===== config.mk =====
export PLATFORM = sky130hd
export DESIGN_NAME = conv_seq_same
export DESIGN_NICKNAME = d
export VERILOG_FILES = /design/src/rtl/conv_seq_same.sv
export SDC_FILE = /design/constraint.sdc
export NUM_CORES = 1
export LEC_CHECK = 0
export CORE_AREA = 2 2 91 93
export CTS_BUF_LIST = sky130_fd_sc_hd__clkbuf_8
export DETAILED_ROUTE_END_ITERATION = 10
export DIE_AREA = 0 0 93 95
export PLACE_DENSITY = 0.85
export SYNTH_ARGS = -nofsm -noshare
export SYNTH_HDL_FRONTEND = slang
export SYNTH_SLANG_ARGS = --single-unit

===== constraint.sdc =====
create_clock -name clk_i -period 4 [get_ports clk_i]
set_input_delay 1.2 -clock clk_i [delete_from_list [all_inputs] [get_ports clk_i]]
set_output_delay 1.2 -clock clk_i [all_outputs]
set_load 0.01 [all_outputs]

===== src/rtl/conv_seq_same.sv =====
// Convolution sequencer: walks full-convolution outputs, issues X/Y addresses with MAC control, writes results.
// Optional `CONV_SAME_MODE_EN keeps only the centred size_x outputs starting at init_i; default is full mode.
module conv_seq_same (
  input  logic       clk_i,
  input  logic       rstn_i,
  input  logic       start_i,
  input  logic [4:0] size_x_i,
  input  logic [4:0] size_y_i,
  input  logic [5:0] init_i,
  output logic       busy_o,
  output logic       done_o,
  output logic [4:0] memx_addr_o,
  output logic [4:0] memy_addr_o,
  output logic       mac_en_o,
  output logic       mac_clr_o,
  output logic       res_we_o,
  output logic [5:0] res_addr_o
);

  typedef enum logic [2:0] {
    S_IDLE,
    S_LOAD,
    S_MAC,
    S_WRITE,
    S_DONE
  } state_t;

  state_t     state_q, state_d;
  logic [5:0] n_q, n_d;
  logic [5:0] j_q, j_d;
  logic [5:0] sx_q, sy_q, len_q;
  logic [5:0] sx_c, sy_c, len_c;

  logic       busy_d, done_d, mac_en_d, mac_clr_d, res_we_d;
  logic [4:0] memx_d, memy_d;
  logic [5:0] res_addr_d;
  logic       in_window;

  // First term index for output n (requires sx >= 1).
  function automatic logic [5:0] jlo_f(input logic [5:0] n, input logic [5:0] sx);
    return (n >= sx - 6'd1) ? n - (sx - 6'd1) : 6'd0;
  endfunction

  function automatic logic [5:0] jhi_f(input logic [5:0] n, input logic [5:0] sy);
    return (n < sy - 6'd1) ? n : sy - 6'd1;
  endfunction

  // During LOAD the job parameters come straight from the ports; afterwards from the latched copies.
  assign sx_c  = (state_q == S_LOAD) ? {1'b0, size_x_i} : sx_q;
  assign sy_c  = (state_q == S_LOAD) ? {1'b0, size_y_i} : sy_q;
  assign len_c = sx_c + sy_c - 6'd1;

`ifdef CONV_SAME_MODE_EN
  logic [5:0] init_q, init_c;
  logic [6:0] win_lo, win_hi, n_ext;

  assign init_c = (state_q == S_LOAD) ? init_i : init_q;
  assign n_ext  = {1'b0, n_d};
  assign win_lo = {1'b0, init_c};
  assign win_hi = {1'b0, init_c} + {1'b0, sx_c};
  assign in_window = (n_ext >= win_lo) && (n_ext < win_hi);

  always_ff @(posedge clk_i or negedge rstn_i) begin
    if (!rstn_i) begin
      init_q <= '0;
    end else if (state_q == S_LOAD) begin
      init_q <= init_i;
    end
  end
`else
  logic init_unused;
  assign init_unused = ^init_i;
  assign in_window   = 1'b1;
`endif

  // NOTE: every variable assigned here gets a default first, otherwise paths that skip an assignment infer latches.
  always_comb begin
    state_d = state_q;
    n_d     = n_q;
    j_d     = j_q;
    case (state_q)
      S_IDLE: begin
        if (start_i) begin
          state_d = S_LOAD;
          n_d     = '0;
          j_d     = '0;
        end
      end
      S_LOAD: begin
        state_d = (sx_c == 6'd0 || sy_c == 6'd0) ? S_DONE : S_MAC;
        n_d     = '0;
        j_d     = '0;
      end
      S_MAC: begin
        if (j_q == jhi_f(n_q, sy_q)) begin
          state_d = S_WRITE;
        end else begin
          j_d = j_q + 6'd1;
        end
      end
      S_WRITE: begin
        n_d = n_q + 6'd1;
        if (n_q == len_q - 6'd1) begin
          state_d = S_DONE;
        end else begin
          state_d = S_MAC;
          j_d     = jlo_f(n_q + 6'd1, sx_q);
        end
      end
      S_DONE: begin
        state_d = S_IDLE;
        n_d     = '0;
        j_d     = '0;
      end
      default: begin
        state_d = S_IDLE;
        n_d     = '0;
        j_d     = '0;
      end
    endcase
  end

  // Outputs are decoded from the next state so that the registered copies line up with the state they describe.
  always_comb begin
    busy_d     = (state_d != S_IDLE);
    done_d     = (state_d == S_DONE);
    mac_en_d   = (state_d == S_MAC);
    mac_clr_d  = 1'b0;
    memx_d     = '0;
    memy_d     = '0;
    res_we_d   = 1'b0;
    res_addr_d = '0;
    if (mac_en_d) begin
      memy_d    = j_d[4:0];
      memx_d    = n_d[4:0] - j_d[4:0];
      mac_clr_d = (j_d == jlo_f(n_d, sx_c));
    end
    if (state_d == S_WRITE && in_window) begin
      res_we_d = 1'b1;
`ifdef CONV_SAME_MODE_EN
      res_addr_d = n_d - init_c;
`else
      res_addr_d = n_d;
`endif
    end
  end

  // NOTE: sequential state uses non-blocking assignments so every flop samples pre-edge values.
  always_ff @(posedge clk_i or negedge rstn_i) begin
    if (!rstn_i) begin
      state_q     <= S_IDLE;
      n_q         <= '0;
      j_q         <= '0;
      sx_q        <= '0;
      sy_q        <= '0;
      len_q       <= '0;
      busy_o      <= 1'b0;
      done_o      <= 1'b0;
      mac_en_o    <= 1'b0;
      mac_clr_o   <= 1'b0;
      memx_addr_o <= '0;
      memy_addr_o <= '0;
      res_we_o    <= 1'b0;
      res_addr_o  <= '0;
    end else begin
      state_q     <= state_d;
      n_q         <= n_d;
      j_q         <= j_d;
      busy_o      <= busy_d;
      done_o      <= done_d;
      mac_en_o    <= mac_en_d;
      mac_clr_o   <= mac_clr_d;
      memx_addr_o <= memx_d;
      memy_addr_o <= memy_d;
      res_we_o    <= res_we_d;
      res_addr_o  <= res_addr_d;
      if (state_q == S_LOAD) begin
        sx_q  <= sx_c;
        sy_q  <= sy_c;
        len_q <= len_c;
      end
    end
  end

endmodule


==> reports/qor.yml <==
clocking:
  cts.clk_slew.worst_paths_ps: 110
  cts_buffer_depth: 2
  clkLatencyLatePin_ps: 310
  h-tree-depth: 2
  postCtsHoldBufs: 0
  cts_tree: "built"
  cts-root-buf: "clkbuf_8"
  cts_made_buffers: 5
  clock_sinks: 54
logic_synthesis:
  synth_cell_types: 69
  synth_nets: 509
  syn_area_um2: 4110
  ys.flop_type: "dfrtp_1"
  yosys_warnings: 0
  yosys.area.top_type_share_pct: 32.9
  yosysSeqAreaShare_pct: 32.9
  yosysTopAreaCell: "dfrtp_1"
  synth-seq-cells: 54
  synthTopCellsByArea: "dfrtp_1 33%, ha_1 11%, xnor2_1 5.5%"
  synth-edff-count: 0
  syn_area_per_cell_um2: 9.13
  async_reset_ff_share_pct: 100
  synthCells: 450
floorplan:
  core_um2: 7930
  die_w_um: 93
  ioPinCount: 40
  rows: 33
  die_area_um2: 8840
  die_h_um: 95
  initial_utilization_pct: 51.8
finish:
  diodes: 0
  drive_gt1_share_pct: 29.8
  register_area_um2: 1350
  nets: 626
  area_delta_synth_final_pct: 36.6
  n_fill_cell: 591
  instances_no_fill: 673
  multi_input_area_um2: 2790
place:
  dp_cells: 641
  place_congestion: 1.01
  port_buffers: 33
  place_hpwl_mm: 8.90
sta:
  slew-limit-headroom_pct: 45.9
  final.setup_skew_ps: 9.31
  fin_ws_ps: -285
  slew_violations: 0
  finalHoldViolCount: 0
  rsz0062_at_grt: "yes"
  period_minus_slack_ps: 4280
  fmax_ghz: 0.233
  period_share_pct: 107
  finalSetupTns_ps: -587
  setup_viol_count_final: 4
  worstMarginPinSlew_ps: 812
run:
  drv_cap: 0
worst_setup_path:
  critPathCaptureType: "flip-flop"
  cp.required_ps: 4210
  cp_max_fo: 3
  critical_path_class: "reg -> reg"
  critPathLaunchType: "flip-flop"
  crit_arrival_ps: 4490
power_and_ir_drop:
  p_leak_nw: 2.69
  irDropWorstVdd_v: 0.000424
  finalPower_mw: 4.54
  powerDensity_nw_per_um2: 809
grt:
  grt_usage_pct: 28.1
  first_global_vias: 3968
  grt_pass1_wl_mm: 19.3
  antenna_found_initial: 0
  grt_max_degree: 36
  overflow: 0
detailed_routing:
  viasPerCell: 5.94
  wl_per_cell_um: 18.3
  drt_wl_total_mm: 12.3
  vias: 4000
  drt_iter0_drc: 317
  drtPass1Iterations: 5
  drcViolationCount: 0
  final_antenna_net_count: 0
worst_hold_path:
  hold_class: "reg -> reg"
run_status:
  status: "complete, but fails checks"
  violations: "setup timing"
worst max-delay path, cell delays in order (launching register included):
cell	delay [ps]
dfrtp_2	440
nor3_4	180
buf_4	120
buf_4	100
xnor2_1	110
ha_1	260
a21oi_1	370
o21a_4	230
nand3_2	110
o221a_4	290
or2_4	240
a221oi_4	300
o311ai_4	160
ha_2	240
fa_2	410
inv_2	60
a21o_1	120
a21oi_2	60
xor2_1	170
xnor2_1	140
nor2_1	70
logic make-up after synthesis:
kind of cell / after synthesis / share of synthesized area (%)
fa+ha+maj: 40 / 12.9
xor+xnor: 45 / 9.59
compound gates: 101 / 18.1
simple gates: 135 / 17.5
buf+inv: 65 / 6.43
mux: 10 / 2.56
flops: 54 / 32.9
where the power goes:
| group | internal, mW | total [mW] | switching [mW] | leakage (nW) |
|---|---|---|---|---|
| Sequential | 0.689 | 0.824 | 0.135 | 0.657 |
| Combinational | 1.71 | 3.32 | 1.61 | 1.98 |
| Clock | 0.191 | 0.392 | 0.201 | 0.0563 |
cells in the final DEF, fill, tap and decap left out, drive strengths merged, types with 3 or more instances in the layout:
master	Yosys	final
a21boi	3	3
a21o	8	8
a21oi	19	19
a221oi	5	5
a31oi	3	3
and3	5	5
buf	6	95
clkbuf	11	5
clkdlybuf4s50	0	31
dfrtp	54	54
fa	4	4
ha	36	36
inv	48	49
mux2	4	4
mux2i	6	6
nand2	34	34
nand2b	3	3
nand3	11	11
nand4	3	3
nor2	27	27
nor2b	7	7
nor3	22	22
nor3b	4	4
nor4	3	3
o211a	3	3
o211ai	4	4
o21a	8	8
o21ai	22	22
o21bai	3	3
or2	6	6
xnor2	26	26
xor2	19	19
path summary, 6_finish.rpt:
kind,from,to,slack (ps),cells after the start
min,len_q[5],len_q[5],510,2
max in group asynchronous,rstn_i,res_addr_o[4],2370,2
min reg2reg,len_q[5],len_q[5],510,2
max reg2reg,sy_q[2],memx_addr_o[4],-280,20
max,sy_q[2],memx_addr_o[4],-280,20
min in group asynchronous,rstn_i,memy_addr_o[4],960,1
what timing repair did:
| item | in CTS | in global routing |
|---|---|---|
| buffers inserted | 15 | 12 |
| pin swaps | 23 | 23 |
| endpoints found under the hold margin | 0 | 0 |
| setup endpoints to repair | 4 | 5 |
| resized for setup | 29 | 20 |
synthesized netlist by cell type (5+ instances only):
library cell and instances:
xor2_1 19, dfrtp_1 54, nor3_1 19, a21o_1 8, nand2_1 34, nor2b_1 7, xnor2_1 26, and3_1 5
ha_1 36, nor2_1 27, nand3_1 11, a21oi_1 19, mux2i_1 6, o21a_1 8, o21ai_0 18, clkbuf_1 11
inv_1 46
metal layers:
metal / global-route usage, % / up-vias / wire length, um
met1: 34.6 / 1937 / 4870
li1: - / 1802 / -
met4: 12.6 / 0 / 450
met3: 3.59 / 48 / 794
met5: 0 / - / 0
met2: 49.2 / 213 / 6210
per-stage QoR:
stage / instance area (um^2) / worst slack (ps) / hold slack (ps) / util (%)
floorplan: 4160 / -52.0 / 469 / -
global placement: 5060 / -540 / 486 / 63.8
detailed placement: 5060 / -595 / 491 / 63.8
CTS: 5420 / -141 / 515 / 68.4
global route: 5610 / -441 / 583 / 70.8
finish: 5610 / -285 / 511 / 70.8
final cells by class:
cell class                 instances  area share (%)
sequential                        54            24.1
clock inverter                     3           0.869
multi-input combinational        331            49.6
clock buffer                       5            1.23
tap                              105            2.34
inverter                          48            3.21
timing repair buffer             127            18.6
sequential cells by signal, indices dropped and copies added, names as in the netlist:
signal and flops:
j_q 6, len_q 6, n_q 6, res_addr_o 6, sx_q 6, sy_q 6
memx_addr_o 5, memy_addr_o 5, state_q 3, busy_o 1, done_o 1, mac_clr_o 1
mac_en_o 1, res_we_o 1
Note: power is estimated with default switching activity, not from simulation.
